### config.mk
export PLATFORM = sky130hd
export DESIGN_NAME = mc_host_arb
export DESIGN_NICKNAME = d
export VERILOG_FILES = /design/src/rtl/mc_host_arb.sv
export SDC_FILE = /design/constraint.sdc
export NUM_CORES = 1
export LEC_CHECK = 0
export CAP_MARGIN = 10
export CORE_MARGIN = 10
export CORE_UTILIZATION = 35
export CTS_CLUSTER_DIAMETER = 100
export DETAILED_ROUTE_END_ITERATION = 6
export PLACE_DENSITY = 0.88
export SYNTH_ARGS = -nofsm -noshare
export SYNTH_HDL_FRONTEND = slang
export SYNTH_SLANG_ARGS = --single-unit
### constraint.sdc
create_clock -name clk -period 2.5 [get_ports clk]
set_input_delay 0.5 -clock clk [delete_from_list [all_inputs] [get_ports clk]]
set_output_delay 0.5 -clock clk [all_outputs]
set_load 0.005 [all_outputs]
### src/rtl/mc_host_arb.sv
// mc_host_arb: two-requester round-robin arbiter in front of the single host
// port of the HyperRAM memory controller. The winning requester's command is
// registered and presented to the controller; write/read data is routed to and
// from the owner and counted so the port is released at transaction end.
module mc_host_arb #(
  parameter int unsigned BURST_WORDS = 8,
  parameter int unsigned CNT_W       = 4
) (
  input  logic        clk,
  input  logic        rst,

  input  logic        m0_req,
  input  logic        m0_rwn,
  input  logic        m0_burst,
  input  logic [31:0] m0_addr,
  output logic        m0_ack,
  input  logic [1:0]  m0_txm,
  input  logic [15:0] m0_txd,
  output logic        m0_txd_ack,
  output logic [15:0] m0_rxd,
  output logic        m0_rxd_vld,

  input  logic        m1_req,
  input  logic        m1_rwn,
  input  logic        m1_burst,
  input  logic [31:0] m1_addr,
  output logic        m1_ack,
  input  logic [1:0]  m1_txm,
  input  logic [15:0] m1_txd,
  output logic        m1_txd_ack,
  output logic [15:0] m1_rxd,
  output logic        m1_rxd_vld,

  output logic        mc_req,
  output logic        mc_rwn,
  output logic        mc_burst,
  output logic [31:0] mc_addr,
  input  logic        mc_ack,
  output logic [1:0]  mc_txm,
  output logic [15:0] mc_txd,
  input  logic        mc_txd_ack,
  input  logic [15:0] mc_rxd,
  input  logic        mc_rxd_vld,

  output logic        owner,
  output logic        busy,
  output logic        proto_err
);

  localparam logic [1:0] IDLE = 2'd0;
  localparam logic [1:0] CMD  = 2'd1;
  localparam logic [1:0] XFER = 2'd2;

  localparam logic [CNT_W-1:0] CNT_BURST  = CNT_W'(BURST_WORDS);
  localparam logic [CNT_W-1:0] CNT_SINGLE = CNT_W'(1);

  logic [1:0]       state;
  logic             last;
  logic             owner_q;
  logic [CNT_W-1:0] cnt;
  logic             proto_err_q;
  logic             rwn_q;
  logic             burst_q;
  logic [31:0]      addr_q;

  logic             gnt_vld;
  logic             gnt;
  logic             gnt_rwn;
  logic             gnt_burst;
  logic [31:0]      gnt_addr;

  logic             wr_ev;
  logic             rd_ev;
  logic             data_ev;
  logic             bad_ev;

  // Round-robin grant decision and selection of the winner's command fields.
  always_comb begin
    gnt_vld = m0_req | m1_req;
    if (m0_req && m1_req) begin
      gnt = ~last;
    end else begin
      gnt = m1_req;
    end
    gnt_rwn   = gnt ? m1_rwn   : m0_rwn;
    gnt_burst = gnt ? m1_burst : m0_burst;
    gnt_addr  = gnt ? m1_addr  : m0_addr;
  end

  // Classify controller data events: only direction-matching events in XFER count.
  always_comb begin
    wr_ev   = (state == XFER) && !rwn_q && mc_txd_ack;
    rd_ev   = (state == XFER) &&  rwn_q && mc_rxd_vld;
    data_ev = wr_ev | rd_ev;
    bad_ev  = (mc_ack && (state != CMD)) ||
              (mc_txd_ack && !wr_ev) ||
              (mc_rxd_vld && !rd_ev);
  end

  // Arbitration FSM, registered command and word counter.
  always_ff @(posedge clk) begin
    if (rst) begin
      state   <= IDLE;
      last    <= 1'b1;
      owner_q <= 1'b0;
      cnt     <= '0;
      rwn_q   <= 1'b1;
      burst_q <= 1'b0;
      addr_q  <= '0;
    end else begin
      case (state)
        IDLE: begin
          if (gnt_vld) begin
            owner_q <= gnt;
            last    <= gnt;
            rwn_q   <= gnt_rwn;
            burst_q <= gnt_burst;
            addr_q  <= gnt_addr;
            cnt     <= gnt_burst ? CNT_BURST : CNT_SINGLE;
            state   <= CMD;
          end
        end
        CMD: begin
          if (mc_ack) begin
            state <= XFER;
          end
        end
        XFER: begin
          if (data_ev) begin
            if (cnt == CNT_SINGLE) begin
              state <= IDLE;
            end else begin
              cnt <= cnt - CNT_SINGLE;
            end
          end
        end
        default: state <= IDLE;
      endcase
    end
  end

  // Sticky protocol-violation flag; only reset clears it.
  always_ff @(posedge clk) begin
    if (rst) begin
      proto_err_q <= 1'b0;
    end else if (bad_ev) begin
      proto_err_q <= 1'b1;
    end
  end

  // Route handshakes and write data between the owner and the controller.
  always_comb begin
    m0_ack     = 1'b0;
    m1_ack     = 1'b0;
    m0_txd_ack = 1'b0;
    m1_txd_ack = 1'b0;
    m0_rxd_vld = 1'b0;
    m1_rxd_vld = 1'b0;
    mc_txd     = '0;
    mc_txm     = '0;

    if (state == CMD && mc_ack) begin
      m0_ack = ~owner_q;
      m1_ack =  owner_q;
    end
    if (wr_ev) begin
      m0_txd_ack = ~owner_q;
      m1_txd_ack =  owner_q;
    end
    if (rd_ev) begin
      m0_rxd_vld = ~owner_q;
      m1_rxd_vld =  owner_q;
    end
    if (state != IDLE) begin
      mc_txd = owner_q ? m1_txd : m0_txd;
      mc_txm = owner_q ? m1_txm : m0_txm;
    end
  end

  assign m0_rxd    = mc_rxd;
  assign m1_rxd    = mc_rxd;

  assign mc_req    = (state == CMD);
  assign mc_rwn    = rwn_q;
  assign mc_burst  = burst_q;
  assign mc_addr   = addr_q;

  assign owner     = owner_q;
  assign busy      = (state != IDLE);
  assign proto_err = proto_err_q;

endmodule

=== Yosys cells after proc, flatten, opt, wreduce, memory -nomap -nowiden ===
Index checks and enable logic that the tools add are counted.

* Flip-flop bits (word level): 43
* Bits of input ports: 127
* Output and inout port bits: 94

* Add/subtract/negate cells: 1
* Equality and inequality tests: 9
* Muxes and demuxes: 24
* Bitwise logic cells: 4
* Reductions and logical operators: 20

{| class="wikitable"
|+ Operator list
! cell !! count
|-
| 16-bit 2-to-1 mux || 2
|-
| 32-bit 2-to-1 mux || 1
|-
| 4-bit 2-to-1 mux || 4
|-
| 2-bit 2-to-1 mux || 6
|-
| 1-bit logical AND || 9
|-
| 1-bit 2-to-1 mux || 9
|-
| 4-bit one-hot mux with 2 select lines || 1
|-
| 4-bit AND reduction || 2
|-
| 2-bit by 1-bit inequality test with 1-bit output (second input constant) || 3
|-
| 2-bit inequality test (second input constant) || 3
|-
| 2-bit one-hot mux with 3 select lines || 1
|-
| 4-bit by 1-bit == test with 1-bit output (second input constant) || 1
|-
| 2-bit nonzero test || 2
|-
| 4-bit by 1-bit subtractor with 4-bit output (second input constant) || 1
|-
| 1-bit logical NOT || 3
|-
| 2-bit by 1-bit == test with 1-bit output (second input constant) || 1
|-
| 2-bit == test (second input constant) || 1
|-
| 2-bit logical NOT || 1
|-
| 1-bit logical OR || 2
|-
| 1-bit NOT || 2
|-
| 1-bit bitwise OR || 2
|-
| 2-bit AND reduction || 1
|}

=== Longest topological paths before layout ===
Gate-level depths: netlist (run 1).

* Depth in word-level cells: 7
* Depth in mapped cells: 6

=== Worst setup path after synthesis (run 1) ===
No wires, ideal clock.

* Kind: flip-flop to output port
* From: reg owner_q (netlist: owner)
* To: out m1_txd_ack
* Arrival: 1.273 ns
* Path slack: 0.727 ns
* Cell stages (with the launch flop): 5
* Buffers on the path: 2
* Cell sequence: dfxtp_1 -> clkbuf_1 -> buf_1 -> inv_1 -> nor3_1

* Word-level cells in the longest chain between the ends: 1

{| class="wikitable"
|+ RTL lines
! what !! line !! source
|-
| start: declaration || 59 || <nowiki>logic owner_q;</nowiki>
|-
| start signal: assignment || 114 || <nowiki>owner_q <= gnt;</nowiki>
|-
| 1-bit 2-to-1 mux || 166 || <nowiki>if (wr_ev) begin</nowiki>
|-
| end: declaration || 30 || <nowiki>output logic m1_txd_ack,</nowiki>
|}

Every way passes these cells.

=== Final worst setup path (run 1) ===
* From: reg state[0]
* To: out m0_ack

* Word-level cells in the longest chain between the ends: 3

{| class="wikitable"
|+ RTL lines
! what !! line !! source
|-
| start: declaration || 57 || <nowiki>logic [1:0] state;</nowiki>
|-
| start signal: assignment || 103 || <nowiki>state <= IDLE;</nowiki>
|-
| start signal: assignment || 120 || <nowiki>state <= CMD;</nowiki>
|-
| start signal: assignment || 125 || <nowiki>state <= XFER;</nowiki>
|-
| 2-bit by 1-bit == test with 1-bit output || 162 || <nowiki>if (state == CMD && mc_ack) begin</nowiki>
|-
| 1-bit logical AND || 162 ||
|-
| 1-bit 2-to-1 mux || 162 ||
|-
| end: declaration || 16 || <nowiki>output logic m0_ack,</nowiki>
|}

Every way passes these cells.

==> results of run 1 <==
[cell families after synthesis]
group	count (synthesis)	synth area share
flip-flops	43	0.3350
adder cells (fa/ha/maj)	2	0.009736
buffers and inverters	62	0.1461
multiplexers	53	0.2069
AO/OA/AOI/OAI	58	0.1626
AND/OR/NAND/NOR	84	0.1397
[power breakdown]
group,switching (mW),internal (mW)
registers,0.0529,0.766
clock network,0.232,0.323
logic,0.294,0.477
[cell usage in the layout, fill, tap and decap left out, drive strengths merged]
master         Yosys  routed
a211o              1       1
o2111a             1       1
a22oi              1       1
a311o              1       1
clkinv             0       1
bufinv             0       1
o22ai              1       1
mux2               1       1
nand2              6       6
a221o              1       1
inv                8       8
ha                 2       2
dfxtp             43      43
nor2              60      60
nand3              2       2
nor3               4       4
nor2b              3       3
nand2b             3       3
o21a               1       1
mux2i             52      52
a211oi            32      32
a21boi             3       3
a2111oi            1       1
buf               45       9
nor4               1       1
a21oi              9       9
o21ai              4       4
a311oi             1       1
or3                2       2
a2111o             1       1
clkbuf             9       6
nor4bb             1       1
clkdlybuf4s50      0     172
nor3b              2       2
[worst reg2reg max path, stage by stage (launching register included)]
cell and delay (ps):
dfxtp_1 390, nor2_1 180, buf_4 250, o21a_2 190, buf_4 310, nor2_1 90, a211oi_1 220
[through the flow]
| step | std cells | worst slack [ps] | power [mW] | cell area, sq um | hold WS [ps] |
|---|---|---|---|---|---|
| 2_1_floorplan | 302 | 727.5 | 1.185 | 2570 | 449.0 |
| 3_3_place_gp | 528 | 209.7 | 1.592 | 4163 | 464.5 |
| 3_5_place_dp | 528 | 200.2 | 1.613 | 4163 | 473.9 |
| 4_1_cts | 536 | 69.04 | 2.173 | 4280 | 484.7 |
| 5_1_grt | 536 | 71.93 | 2.266 | 4284 | 497.7 |
| 6_report | 536 | 197.2 | 2.145 | 4284 | 487.0 |
[cell usage after synthesis (2+ instances only)]
cell type	n	share of area
nor2_1	60	0.088
nand3_1	2	0.0039
clkbuf_1	8	0.012
buf_1	2	0.0029
mux2i_1	52	0.20
a21oi_1	9	0.018
buf_4	34	0.099
inv_1	8	0.012
ha_1	2	0.0097
nand2b_1	3	0.0073
or3_1	2	0.0049
nor3b_1	2	0.0058
nor2b_1	3	0.0073
nor3_1	4	0.0078
buf_2	9	0.018
nand2_1	6	0.0088
dfxtp_1	43	0.33
a21boi_0	2	0.0058
o21ai_0	4	0.0078
a211oi_1	32	0.093
[layout make-up]
class | count | area, sq um
fill | 654 | 2930
multi-input combinational | 197 | 1349
inverter | 8 | 30.03
clock inverter | 2 | 35.03
clock buffer | 6 | 82.58
timing repair buffer | 181 | 1802
sequential | 43 | 862.1
tap | 99 | 123.9
[sequential cells by signal, indices dropped and copies added (netlist names)]
register and flops:
mc_rwn 1, last 1, state 2, proto_err 1, mc_addr 32, cnt 4
mc_burst 1, owner 1
[layer usage]
metal,track usage,up-vias
met3,0.05116,10
li1,-,1300
met2,0.2783,69
met1,0.1396,1142
met4,0.03675,0
met5,0,-
[timing repair]
item / in CTS / in global routing
resized for setup: 0 / 2
setup endpoints to repair: 0 / 1
setup buffers: 0 / 0
endpoints found under the hold margin: 0 / 0
[worst paths after layout]
kind | start | endpoint | slack (ps) | cells after the start
worst max-delay path | state[0]$_SDFFE_PP0P_ | m0_ack | 200 | 4
worst min-delay path | cnt[1]$_SDFFE_PP0P_ | cnt[1]$_SDFFE_PP0P_ | 490 | 2
worst min register to register | cnt[1]$_SDFFE_PP0P_ | cnt[1]$_SDFFE_PP0P_ | 490 | 2
worst max register to register | state[0]$_SDFFE_PP0P_ | mc_addr[22]$_SDFFE_PP0P_ | 790 | 6
==> run summary, run 1 <==
Crit Path Class = flop to output port
DRC violation total after the first TritonRoute iteration = 38
Initial antenna violation count = 0
Crit path largest cell delay = 530 ps
Antenna-violating nets left = 0
Worst EP arrival = 1800 ps
Total gr overflow = 0
Post-synthesis sequential area ratio = 0.3350
Top Family by Delay on Critical Path = buffers and inverters
Met1 WL = 3.229 mm
# H-tree levels = 2
Power per cell area = 500.6 nW/um^2
Endpoints failing hold = 0
Num rows = 31
Drt drc = 0
Core ar. = 7214 sq um
Static leakage = 1.594 nW
Total Routing Usage GR = 0.1435
Endpoint class of the critical path = output port
Worst min path class = flop to flop
Post-route setup TNS = 0 ps
Slowest stage cell, crit path = clkdlybuf4s50_1
Worst Path Max Fanout = 9
Max clock buf depth = 2
Root buffer cell = clkbuf_8
Worst-path clk slew = 80 ps
Met3 wire len = 563 microns
Skew final = 7.156 ps
Async SR Flop Fraction = 0
Worst-skew pair later-pin latency = 290 ps
Crit path cell chain = nor2b_1, nand2_1, nor2_1, clkdlybuf4s50_1
DR vias/cell = 4.703
Antenna Cells = 0
IO Count = 221
Achievable Freq = 434.2 MHz
# setup viols final = 0
FF+latch count, synth = 43
DR top layer = met4
Post-synth cell types = 35
Pre-antenna DRT Iters = 4
Num CTS Buffers = 5
Die Ht = 105.7 microns
Synth Flop Type = dfxtp_1
Cells after synthesis = 302
Hpwl dp = 7.304 mm
Vias in the first global route = 2656
Routed len/inst = 16.24 microns
RSZ-0062 raised after global routing = false
Syn Nets = 431
Fin util = 0.5938
Syn_area_per_cell = 8.510 sq um
Slew @ Worst Pin = 347.7 ps
GPL Wtd Cong = 0.7432
Maximum vdd drop = 0.0003001 V
Initial core utilization = 0.3562
Hold buffer count at cts = 0
Metal2 WL = 4.818 mm
Max-slew violation count = 0
Critical Path RT = 2000 ps
Mapped cell area = 2570 sq um
Final critical-path share of the clock period = 0.9211
DRT Wirelength = 8.707 mm
CTS tree = done
# port buffers = 172
Max-cap viol count = 0
Proportion of layout cells with a drive suffix above 1 = 0.05034
Vias post-DR = 2521
Bufs and invs on worst path = 1
Largest net degree at the start of global routing = 35
Die width = 105.7 microns
EDFF count, synth = 0
Area Growth Syn to Fin = 66.70%
First-pass GRT wire length = 13.28 mm
Die area = 11170 sq um
YS warnings = 0
Sink Count = 43
Slew margin rel. = 0.7650
Startpoint types = flop
Layout net count = 565
Status = complete, no violations
Min Tclk post-route = 2303 ps
Note: power is estimated with default switching activity, not from simulation.
==> run 2: changes to the inputs <==
GPL_ROUTABILITY_DRIVEN = 0   (was default)
==> results of run 2 <==
Final layout, timing and power as in run 1 (identical DEF).
==> run 3: changes to the inputs <==
REMOVE_ABC_BUFFERS = 1   (was default)
==> run summary, run 3 (synthesis results as in run 1) <==
Sink Count = 43
Crit Path Class = flop to output port
Vias post-DR = 2672
Die width = 105.7 microns
Area Growth Syn to Fin = 66.89%
Post-placement cell count = 527
Antenna Cells = 0
Antenna-violating nets left = 0
Met3 usage = 0.1102
Final critical-path share of the clock period = 0.9254
CTS tree = done
IO Count = 221
Startpoint types = flop
Hold_sp = cnt[1]$_SDFFE_PP0P_
Leading cell type in the layout, fill and taps excluded = clkdlybuf4s50_1
Setup ws final = 186.6 ps
Num rows = 31
Initial antenna violation count = 0
Power per cell area = 496.0 nW/um^2
Worst EP arrival = 1810 ps
Endpoint class of the critical path = output port
Total power draw = 2.128 mW
Worst-skew pair later-pin latency = 290 ps
Layout net count = 564
Die area = 11170 sq um
Hold buffer count at cts = 0
Drt drc = 0
Slew @ Worst Pin = 599.8 ps
Post-CTS setup buffers = 0
Max-slew violation count = 0
Worst min path class = flop to flop
Proportion of layout cells with a drive suffix above 1 = 0.04828
# setup viols final = 0
Number of flip-flops in the largest register = 32
Critical Path RT = 2000 ps
Num CTS Buffers = 5
Root buffer cell = clkbuf_8
Routed len/inst = 17.92 microns
Endpoints failing hold = 0
Most frequent cells in the layout = clkdlybuf4s50_1, nor2_1, mux2i_1
Min Tclk post-route = 2313 ps
Pre-antenna DRT Iters = 4
Post-route setup TNS = 0 ps
Largest net degree at the start of global routing = 68
Reg2reg start = cnt[1]$_SDFFE_PP0P_
Hpwl dp = 7.914 mm
Achievable Freq = 432.3 MHz
Non-Filler Instances = 534
Max-cap viol count = 0
Total gr overflow = 0
Slew margin rel. = 0.5989
RSZ-0062 raised after global routing = false
# port buffers = 172
Initial core utilization = 0.3562
Status = complete, no violations
DRT Wirelength = 9.567 mm
# H-tree levels = 2
Worst slack, placed = 209.7 ps
Max clock buf depth = 2
GRT busiest layer = met2
Total Routing Usage GR = 0.1610
Die Ht = 105.7 microns
CP startpoint = state[0]$_SDFFE_PP0P_
Worst-path clk slew = 80 ps
M2 GR Usage = 0.2527
Skew final = 6.998 ps
DR vias/cell = 5.004
Core ar. = 7214 sq um
Static leakage = 1.589 nW
Maximum vdd drop = 0.0002211 V
GRT met1 Usage = 0.1762
Vias in the first global route = 2761
DRC violation total after the first TritonRoute iteration = 86
First-pass GRT wire length = 14.71 mm
Worst Path Max Fanout = 21
==> run 3: cell types whose count changed in the layout (fill, tap and decap cells not counted), sizes merged <==
| cell | previous run | this run |
|---|---|---|
| clkinv | 1 | 0 |
| buf | 9 | 8 |
==> run 3: through the flow <==
stage	hold slack [ps]	instance area, sq um	utilization
after floorplan	442.9	2225	-
after global placement	461.7	4180	0.5794
after detailed placement	466.2	4180	0.5794
after CTS	477.5	4283	0.5937
after global routing	501.2	4289	0.5945
final	475.9	4289	0.5945
==> run 3: cell type report <==
type,count,area (sq um)
Fill cell,618,2925
Timing Repair Buffer,180,1819
Clock buffer,6,72.57
Clock inverter,1,30.03
Multi-Input combinational cell,197,1349
Inverter,8,30.03
Sequential cell,43,864.6
Tap cell,99,123.9
==> run 3: critical path: stages, from the launching register on <==
cell,delay (ps)
dfxtp_2,370
nor2_1,270
buf_4,300
nor2_1,110
clkdlybuf4s50_1,470
==> run 3: worst paths after layout <==
check | to | slack (ps) | depth (start not counted)
worst min register to register | cnt[1]$_SDFFE_PP0P_ | 480 | 2
worst max-delay path | mc_txd[9] | 190 | 4
worst min-delay path | cnt[1]$_SDFFE_PP0P_ | 480 | 2
worst max register to register | cnt[3]$_SDFFE_PP0P_ | 790 | 6
==> run 3: repair_timing <==
action,CTS,global route
endpoints found under the setup margin,0,9
hold endpoints to repair,0,0
resized for setup,0,4
==> run 3: per-layer routing <==
layer  routed length (microns)  vias up
li1                          -     1289
met1                      3811     1195
met2                      4216      180
met3                      1454        6
met4                        59        2
met5                        25        -
==> run 3: where the power goes <==
part | total [mW] | switching [mW] | leakage, nW | internal (mW)
clock network | 0.527 | 0.233 | 0.0513 | 0.293
registers | 0.824 | 0.0576 | 0.358 | 0.766
logic | 0.777 | 0.296 | 1.18 | 0.481
total | 2.13 | 0.587 | 1.59 | 1.54
